--- src/rtl/magic_ctl.sv ---
// magic_ctl: magic-mode controller. Arbitrates NMI request sources, drives
// n_nmi with an acknowledge watchdog, maps/unmaps the magic ROM (validated
// by a signature opcode on the first fetch after entry), and exposes a
// config register file plus a status/cause byte on an I/O port.
module magic_ctl #(
  parameter int                  N_SRC        = 2,
  parameter int                  N_REGS       = 12,
  parameter logic [N_REGS*8-1:0] CFG_RESET    = {(N_REGS*8){1'b0}},
  parameter logic [7:0]          CFG_PORT     = 8'hFF,
  parameter logic [15:0]         NMI_VEC      = 16'h0066,
  parameter logic [7:0]          SIG_OPCODE   = 8'hEB,
  parameter logic [15:0]         EXIT_ADDR    = 16'hF000,
  parameter logic [15:0]         REENTER_ADDR = 16'hF008,
  parameter int                  WD_CYCLES    = 1048576
) (
  input  logic                  clk28,
  input  logic                  rst_n,
  input  logic [15:0]           bus_a,
  input  logic [7:0]            bus_d,
  input  logic                  bus_mreq,
  input  logic                  bus_ioreq,
  input  logic                  bus_m1,
  input  logic                  bus_rd,
  input  logic                  bus_wr,
  input  logic                  n_int,
  input  logic                  n_int_next,
  input  logic [N_SRC-1:0]      src_req,
  input  logic [3:0]            status_in,
  output logic                  n_nmi,
  output logic                  magic_mode,
  output logic                  magic_map,
  output logic [N_REGS*8-1:0]   cfg,
  output logic [7:0]            d_out,
  output logic                  d_out_active
);

  localparam int WD_W = (WD_CYCLES > 2) ? $clog2(WD_CYCLES) : 1;
  localparam logic [WD_W-1:0] WD_LAST = WD_W'(WD_CYCLES - 1);

  // Signature check: armed after entry at NMI_VEC, SEEN once the first
  // opcode fetch has been latched, applied when that fetch ends.
  typedef enum logic [1:0] {
    SIG_OFF  = 2'b00,
    SIG_WAIT = 2'b01,
    SIG_SEEN = 2'b10
  } sig_state_t;

  // Index of the highest-priority (lowest-numbered) active request.
  function automatic logic [2:0] lowest_set(input logic [N_SRC-1:0] req);
    logic [2:0] idx;
    idx = 3'd0;
    for (int i = N_SRC - 1; i >= 0; i--) begin
      if (req[i]) begin
        idx = 3'(i);
      end else begin
        idx = idx;
      end
    end
    return idx;
  endfunction

  // Registered state
  logic             n_nmi_r;
  logic             magic_mode_r;
  logic             magic_map_r;
  sig_state_t       sig_state_r;
  logic             sig_match_r;
  logic             map_next_r;
  logic             unmap_next_r;
  logic [2:0]       cause_r;
  logic [WD_W-1:0]  wd_cnt_r;
  logic [7:0]       cfg_r [N_REGS];
  logic [7:0]       d_out_r;
  logic             d_out_active_r;

  // Next-state values
  logic             n_nmi_s;
  logic             magic_mode_s;
  logic             magic_map_s;
  sig_state_t       sig_state_s;
  logic             sig_match_s;
  logic             map_next_s;
  logic             unmap_next_s;
  logic [2:0]       cause_s;
  logic [WD_W-1:0]  wd_cnt_s;

  // Bus decode
  logic       m1_rd_s;
  logic       mem_rd_s;
  logic       exit_hit_s;
  logic       reenter_hit_s;
  logic       unmap_hit_s;
  logic       remap_hit_s;
  logic       int_fall_s;
  logic [7:0] idx_s;
  logic       port_hit_s;
  logic       idx_ok_s;
  logic       cfg_wr_s;
  logic       rd_hit_s;
  logic [7:0] rd_data_s;

  assign m1_rd_s       = bus_mreq & bus_m1 & bus_rd;
  assign mem_rd_s      = bus_mreq & bus_rd;
  assign exit_hit_s    = magic_map_r & mem_rd_s & (bus_a == EXIT_ADDR) & ~map_next_r;
  assign reenter_hit_s = magic_map_r & mem_rd_s & (bus_a == REENTER_ADDR);
  assign unmap_hit_s   = unmap_next_r & ~bus_mreq;
  assign remap_hit_s   = magic_mode_r & bus_m1 & bus_mreq & ((bus_a == NMI_VEC) | map_next_r);
  assign int_fall_s    = n_int & ~n_int_next;

  assign idx_s      = bus_a[15:8];
  assign port_hit_s = (bus_a[7:0] == CFG_PORT);
  // Index 8'hFF is reserved for status even when N_REGS is 255.
  assign idx_ok_s   = ({1'b0, idx_s} < 9'(N_REGS));
  // Writes and reads see the mapping as registered at cycle start.
  assign cfg_wr_s   = magic_map_r & bus_ioreq & bus_wr & port_hit_s & idx_ok_s;
  assign rd_hit_s   = magic_map_r & bus_ioreq & bus_rd & port_hit_s &
                      (idx_ok_s | (idx_s == 8'hFF));

  // Next-state: map chain first, then the NMI request, then the watchdog,
  // so a later stage overrides an earlier one when both touch a signal.
  always_comb begin
    n_nmi_s      = n_nmi_r;
    magic_mode_s = magic_mode_r;
    magic_map_s  = magic_map_r;
    sig_state_s  = sig_state_r;
    sig_match_s  = sig_match_r;
    map_next_s   = map_next_r;
    unmap_next_s = unmap_next_r;
    cause_s      = cause_r;
    wd_cnt_s     = wd_cnt_r;

    // Map chain, first match wins
    if (sig_state_r != SIG_OFF) begin
      case (sig_state_r)
        SIG_WAIT: begin
          if (m1_rd_s) begin
            sig_match_s = (bus_d == SIG_OPCODE);
            sig_state_s = SIG_SEEN;
          end else begin
            sig_state_s = SIG_WAIT;
          end
        end
        SIG_SEEN: begin
          if (!m1_rd_s) begin
            sig_state_s  = SIG_OFF;
            magic_mode_s = magic_mode_r & sig_match_r;
            magic_map_s  = magic_map_r & sig_match_r;
          end else begin
            sig_state_s = SIG_SEEN;
          end
        end
        default: sig_state_s = SIG_OFF;
      endcase
    end else if (exit_hit_s) begin
      unmap_next_s = 1'b1;
      magic_mode_s = 1'b0;
    end else if (reenter_hit_s) begin
      unmap_next_s = 1'b1;
      map_next_s   = 1'b1;
    end else if (unmap_hit_s) begin
      magic_map_s  = 1'b0;
      unmap_next_s = 1'b0;
    end else if (remap_hit_s) begin
      n_nmi_s     = 1'b1;
      magic_map_s = 1'b1;
      map_next_s  = 1'b0;
      sig_state_s = (bus_a == NMI_VEC) ? SIG_WAIT : SIG_OFF;
    end else begin
      sig_state_s = sig_state_r;
    end

    // NMI request: only sampled on an INT falling edge, never queued
    if (int_fall_s && (|src_req)) begin
      cause_s      = lowest_set(src_req);
      magic_mode_s = 1'b1;
      if (!magic_mode_r) begin
        n_nmi_s = 1'b0;
      end else begin
        n_nmi_s = n_nmi_s;
      end
    end else begin
      cause_s = cause_s;
    end

    // Acknowledge watchdog: abandon an NMI the CPU never takes
    if (!n_nmi_r) begin
      if (wd_cnt_r == WD_LAST) begin
        n_nmi_s      = 1'b1;
        magic_mode_s = 1'b0;
        wd_cnt_s     = {WD_W{1'b0}};
      end else begin
        wd_cnt_s = wd_cnt_r + WD_W'(1);
      end
    end else begin
      wd_cnt_s = {WD_W{1'b0}};
    end
  end

  // Readback mux: status byte at 8'hFF, otherwise the addressed register.
  always_comb begin
    rd_data_s = 8'h00;
    if (idx_s == 8'hFF) begin
      rd_data_s = {1'b0, cause_r, status_in};
    end else begin
      for (int i = 0; i < N_REGS; i++) begin
        rd_data_s = (idx_s == 8'(i)) ? cfg_r[i] : rd_data_s;
      end
    end
  end

  // Control state register
  always_ff @(posedge clk28 or negedge rst_n) begin
    if (!rst_n) begin
      n_nmi_r      <= 1'b1;
      magic_mode_r <= 1'b1;
      magic_map_r  <= 1'b1;
      sig_state_r  <= SIG_WAIT;
      sig_match_r  <= 1'b0;
      map_next_r   <= 1'b0;
      unmap_next_r <= 1'b0;
      cause_r      <= 3'd0;
      wd_cnt_r     <= {WD_W{1'b0}};
    end else begin
      n_nmi_r      <= n_nmi_s;
      magic_mode_r <= magic_mode_s;
      magic_map_r  <= magic_map_s;
      sig_state_r  <= sig_state_s;
      sig_match_r  <= sig_match_s;
      map_next_r   <= map_next_s;
      unmap_next_r <= unmap_next_s;
      cause_r      <= cause_s;
      wd_cnt_r     <= wd_cnt_s;
    end
  end

  // Config register file, written every cycle of a decoded I/O write
  always_ff @(posedge clk28 or negedge rst_n) begin
    if (!rst_n) begin
      for (int i = 0; i < N_REGS; i++) begin
        cfg_r[i] <= CFG_RESET[8*i +: 8];
      end
    end else begin
      for (int i = 0; i < N_REGS; i++) begin
        if (cfg_wr_s && (idx_s == 8'(i))) begin
          cfg_r[i] <= bus_d;
        end else begin
          cfg_r[i] <= cfg_r[i];
        end
      end
    end
  end

  // Registered readback, one cycle after the I/O read strobe
  always_ff @(posedge clk28 or negedge rst_n) begin
    if (!rst_n) begin
      d_out_r        <= 8'h00;
      d_out_active_r <= 1'b0;
    end else begin
      d_out_active_r <= rd_hit_s;
      d_out_r        <= rd_hit_s ? rd_data_s : 8'h00;
    end
  end

  // Flatten the register file onto the output bus
  for (genvar g = 0; g < N_REGS; g++) begin : g_cfg_out
    assign cfg[8*g +: 8] = cfg_r[g];
  end

  assign n_nmi        = n_nmi_r;
  assign magic_mode   = magic_mode_r;
  assign magic_map    = magic_map_r;
  assign d_out        = d_out_r;
  assign d_out_active = d_out_active_r;

endmodule

--- config.mk ---
export PLATFORM = sky130hd
export DESIGN_NAME = magic_ctl
export DESIGN_NICKNAME = d
export VERILOG_FILES = /design/src/rtl/magic_ctl.sv
export SDC_FILE = /design/constraint.sdc
export NUM_CORES = 1
export LEC_CHECK = 0
export BUFFER_PORTS_ARGS = -buffer_cell sky130_fd_sc_hd__buf_2
export CELL_PAD_IN_SITES_DETAIL_PLACEMENT = 0
export CELL_PAD_IN_SITES_GLOBAL_PLACEMENT = 1
export CORE_UTILIZATION = 46
export DETAILED_ROUTE_END_ITERATION = 6
export PLACE_DENSITY = 0.94
export RECOVER_POWER = 25
export SETUP_SLACK_MARGIN = 0.15
export SYNTH_ARGS = -nofsm -noshare
export SYNTH_HDL_FRONTEND = slang
export SYNTH_SLANG_ARGS = --single-unit
--- constraint.sdc ---
create_clock -name clk28 -period 4 [get_ports clk28]
set_input_delay 0.8 -clock clk28 [delete_from_list [all_inputs] [get_ports clk28]]
set_output_delay 0.8 -clock clk28 [all_outputs]
set_load 0.01 [all_outputs]
Word-level counts from Yosys, hierarchy flattened
Cells that the tools add are included.

Word-level logic and storage cells: 160. Output and inout bits: 108. Bits in registers: 136. Bits of input ports: 39.

Equal/unequal tests: 26. $lt $le $gt $ge: 1. Bitwise logic cells: 28. Reduce and logical (&&, ||, !) cells: 25. Multiplexer cells: 56. Add/subtract/negate cells: 1.

Operators with widths (count): $mux 8 (14); $mux 20 (2); $eq 16x16->1 const B (2); $eq 8x3->1 const B (4); $eq 8x4->1 const B (4); $mux 1 (31); $eq 8x8->1 const B (3); $and 1x1->1 (21); $add 20x1->20 const B (1); $eq 20x20->1 const B (1); $eq 16x7->1 const B (1); $eq 8x2->1 const B (2); $mux 2 (7); $logic_and 1x1->1 (13); $eq 8x1->1 const B (1); $logic_not 8->1 (1); $lt 8x4->1 const B (1); $ne 2x1->1 const B (4); $reduce_and 4->1 (2); $reduce_bool 2->1 (3); $reduce_bool 3->1 (2); $not 1->1 (5); $reduce_and 5->1 (1); $ne 2x2->1 const B (2); 8 further kinds (9).

Longest topological paths before layout
Depth after elaboration: 15. Mapped depth: 8. Gate-level depth less buffers: 6.

Worst setup path after synthesis
Ideal clock, no wire load.

Path kind: input port to flip-flop. From: input port bus_a[13]. To: register cfg_r (netlist bit cfg[88]). Setup time: 0.125 ns. Path buffers: 2. Stages on the path: 6. Data arrival time: 2.511 ns. Slack: 1.364 ns. Cells stage by stage: or4_1 > buf_4 > or2_0 > buf_2 > nor3_4 > mux2_2.

Word-level cells in the longest chain between the ends: 3. Elaborated cells between the ends (all ways): 4.

Ends and longest elaborated chain: start: declaration (RTL line 18) `input logic [15:0] bus_a,`; $lt 8x4->1 (RTL line 113) `assign idx_ok_s = ({1'b0, idx_s} < 9'(N_REGS));`; $and 1x1->1 (RTL line 115) `assign cfg_wr_s = magic_map_r & bus_ioreq & bus_wr & port_hit_s & idx_ok_s;`; $logic_and 1x1->1 * (RTL line 244) `if (cfg_wr_s && (idx_s == 8'(i))) begin`; end signal: indexed assignment (RTL line 240) `cfg_r[i] <= CFG_RESET[8*i +: 8];`; end signal: indexed assignment (RTL line 245) `cfg_r[i] <= bus_d;`; end signal: indexed assignment (RTL line 247) `cfg_r[i] <= cfg_r[i];`; end: declaration (RTL line 72) `logic [7:0] cfg_r [N_REGS];`.

Mark *: on every way between the ends. The rest lies on a longest branch, timed or not. A chain may end at the register's enable or synchronous reset.

==> qor.yml <==
synthesis:
  syn_area_mm2: 0.00652
  synth_seq_cells: 134
  synth-edff-count: 0
  yosysTopAreaCellShare_pct: 49.9
  syn_nets: 589
  yosysWarnings: 0
  synth.yosys.seq_area_share_pct: 51.5
  synth_cells: 546
  async_flop_share_pct: 100
  synth.area.top_cells: "dfrtp_1 50%, mux2_2 18%, mux4_2 2.8%"
  ys.flop_type: "dfrtp_1"
  synth_area_leader_cell: "dfrtp_1"
  syn-mean-instance-area_um2: 11.9
  synth.distinct_cells: 62
critical_path:
  critPathMaxFanout: 66
  slowest_delay_ns: 1.17
  end_kind: "async pin"
  rr_worst_depth: 5
  endpoint: "cfg[53]"
  reg2reg_slack_ns: 1.51
  crit_arrival_ns: 3.03
  path_depth: 2
  r2r_end: "n_nmi"
  worstSetupStartpoint: "rst_n"
  critPathTopFamily: "buffers and inverters"
  critPathKind: "input pin to async pin"
  startpoint_type: "input pin"
  worstPathRequired_ns: 4.32
  path_buf_inv: 2
  timing.rr.start: "wd_cnt_r[0]"
  crit_slowest_cell: "clkbuf_2"
  path_cells: "clkbuf_2 > clkbuf_1"
clock_network:
  cts_max_level: 4
  ctsHoldBuffers: 0
  cts.sinks: 134
  clock_latency_ns: 0.42
  cts_tree: "yes"
  numCtsBuffers: 17
  ctsResizeCount: 0
  clk_pin_slew_ns: 0.05
  max-clock-path-buffers: 2
  post_cts_buffers: 0
  root_buffer: "clkbuf_16"
sta:
  drv_slew: 67
  fmax_mhz: 369
  worst_slew_pin_slew_ns: 1.69
  finalClockSkew_ns: 0.00730
  maxSlewHeadroom_pct: -12.9
  finalSetupViolCount: 0
  hold_violations: 0
  rsz0062_at_grt: "no"
  min_period_ns: 2.71
  whs_ns: 0.476
  tns_ns: 0
  finalWorstSetupSlack_ns: 1.29
  period_share_pct: 67.8
place:
  io_buffers: 146
  hpwl_um: 13300
  place_ws_ns: 0.946
  routabilityCongestion: 0.861
cells_and_area:
  final_layout_size_suffix_gt1_share_pct: 43.0
  multiInputGateArea_mm2: 0.00299
  utilization_pct: 57.5
  syn_to_final_growth_pct: 22.4
  final_nets: 736
  seq_area_mm2: 0.00336
  fill_cells: 1178
grt:
  grt_usage_pct: 26.0
  grt_max_degree: 67
  antenna_found_initial: 1
  grt_pass1_wl_um: 28400
  globalRouteOverflowTotal: 0
  grt_pass1_vias: 5202
floorplan:
  die_h_um: 121
  start_util_pct: 47.0
  rows: 43
  fp.dieW_um: 121
  core_mm2: 0.0139
  die-area_mm2: 0.0147
  io_pins: 147
pwr:
  power.density_mw_per_mm2: 380
  vdd_drop_max_mv: 0.292
  p_leak_uw: 0.00417
routing:
  route.detailed.drc: 0
  wl_per_cell_um: 20.7
  viasPerCell: 5.82
  vias: 5150
  wl_um: 18300
  drt_iter0_markers: 341
  detail-route-antenna-nets: 0
  first_pass_iters: 5
flow_run:
  max_cap_viol_count: 1
status:
  status: "complete, but fails checks"
  violations: "capacitance limit, slew limit"
worst_hold_path:
  hold_class: "flip-flop to flip-flop"
==> through the flow <==
step	cells	power (µW)	area [µm²]
2_1_floorplan	546	1470	6520
3_3_place_gp	854	1550	7430
6_report	885	3030	7980
3_5_place_dp	854	1560	7430
4_1_cts	884	3040	7990
5_1_grt	885	3130	7980
==> power by group <==
part / internal [µW] / leakage (µW) / switching, µW
registers: 1370 / 0.00184 / 9.18
clock network: 957 / 0.000274 / 538
logic: 46.5 / 0.00205 / 112
==> layout make-up <==
class	instances	area share, %
clock inverter	4	0.878
tap	180	2.82
clock buffer	26	6.13
sequential	134	42.1
timing repair buffer	155	9.91
inverter	14	0.658
multi-input combinational	371	37.5
antenna	1	0.0313
==> registers in the layout, summed over array words and instances, names as in the netlist <==
name,cells
magic_mode,1
sig_match_r,1
magic_map,1
d_out_active,1
cfg,96
n_nmi,1
unmap_next_r,1
cause_r,1
d_out,8
map_next_r,1
wd_cnt_r,20
sig_state_r,2
==> worst min path at each step <==
stage,from,endpoint,slack [ns],cells after the start
after floorplan,sig_match_r,sig_match_r,0.44,2
after global placement,sig_match_r,sig_match_r,0.46,2
after detailed placement,sig_match_r,sig_match_r,0.47,2
after CTS,sig_match_r,sig_match_r,0.48,2
after global routing,sig_match_r,sig_match_r,0.51,2
final,sig_match_r,sig_match_r,0.48,2
==> cell families after synthesis <==
| kind of cell | share of synthesized area, % |
|---|---|
| adders and majority gates | 0.767 |
| AOI/OAI and AO/OA | 7.98 |
| xor gates and xnor gates | 2.28 |
| muxes | 22.8 |
| DFF | 51.5 |
| buffers and inverters | 2.61 |
| and+or+nand+nor | 12.0 |
==> layer usage <==
metal	up-vias	wire length (µm)	GRT usage [%]	share of wire, %
li1	2283	-	-	-
met3	25	1240	6.44	6.8
met5	-	0	0	0
met1	2633	7690	32.9	42
met2	209	9010	42.8	49
met4	0	359	10.1	2.0
==> cell usage in the layout (no fill, tap or decap), drive strengths merged, types with 9 or more instances in the layout <==
cell type and instances:
inv 14, mux2 103, nor2 37, buf 152, nand3 18, clkbuf 29, o211ai 9, xor2 12
o21ai 14, mux2i 15, nand4 9, a21oi 13, dfrtp 130, nand2 42
==> cells in the mapped netlist, types with 2 or more instances <==
cell type  instances
a21oi_1           13
a221o_1            3
a221oi_1           2
a22o_1             2
a22oi_1            2
a31oi_1            7
and3_1             8
buf_1              3
buf_2             10
clkbuf_1          13
dfrtp_1          130
dfstp_2            4
ha_1               4
inv_1             14
mux2_2           102
mux2i_1           15
mux4_2             8
nand2_1           38
nand2_2            4
nand2b_1           2
nand3_1           18
nand3b_1           4
nand4_1            9
nand4b_1           2
nor2_1            34
nor2_2             2
nor2b_1            5
nor3_1             4
nor4_1             3
nor4b_1            2
o211ai_1           9
o21a_1             2
o21ai_0           14
o22a_1             3
o22ai_1            3
o31ai_1            4
or3_1              3
or4_1              2
xnor2_1            5
xor2_1            12
Note: power is estimated with default switching activity, not from simulation.
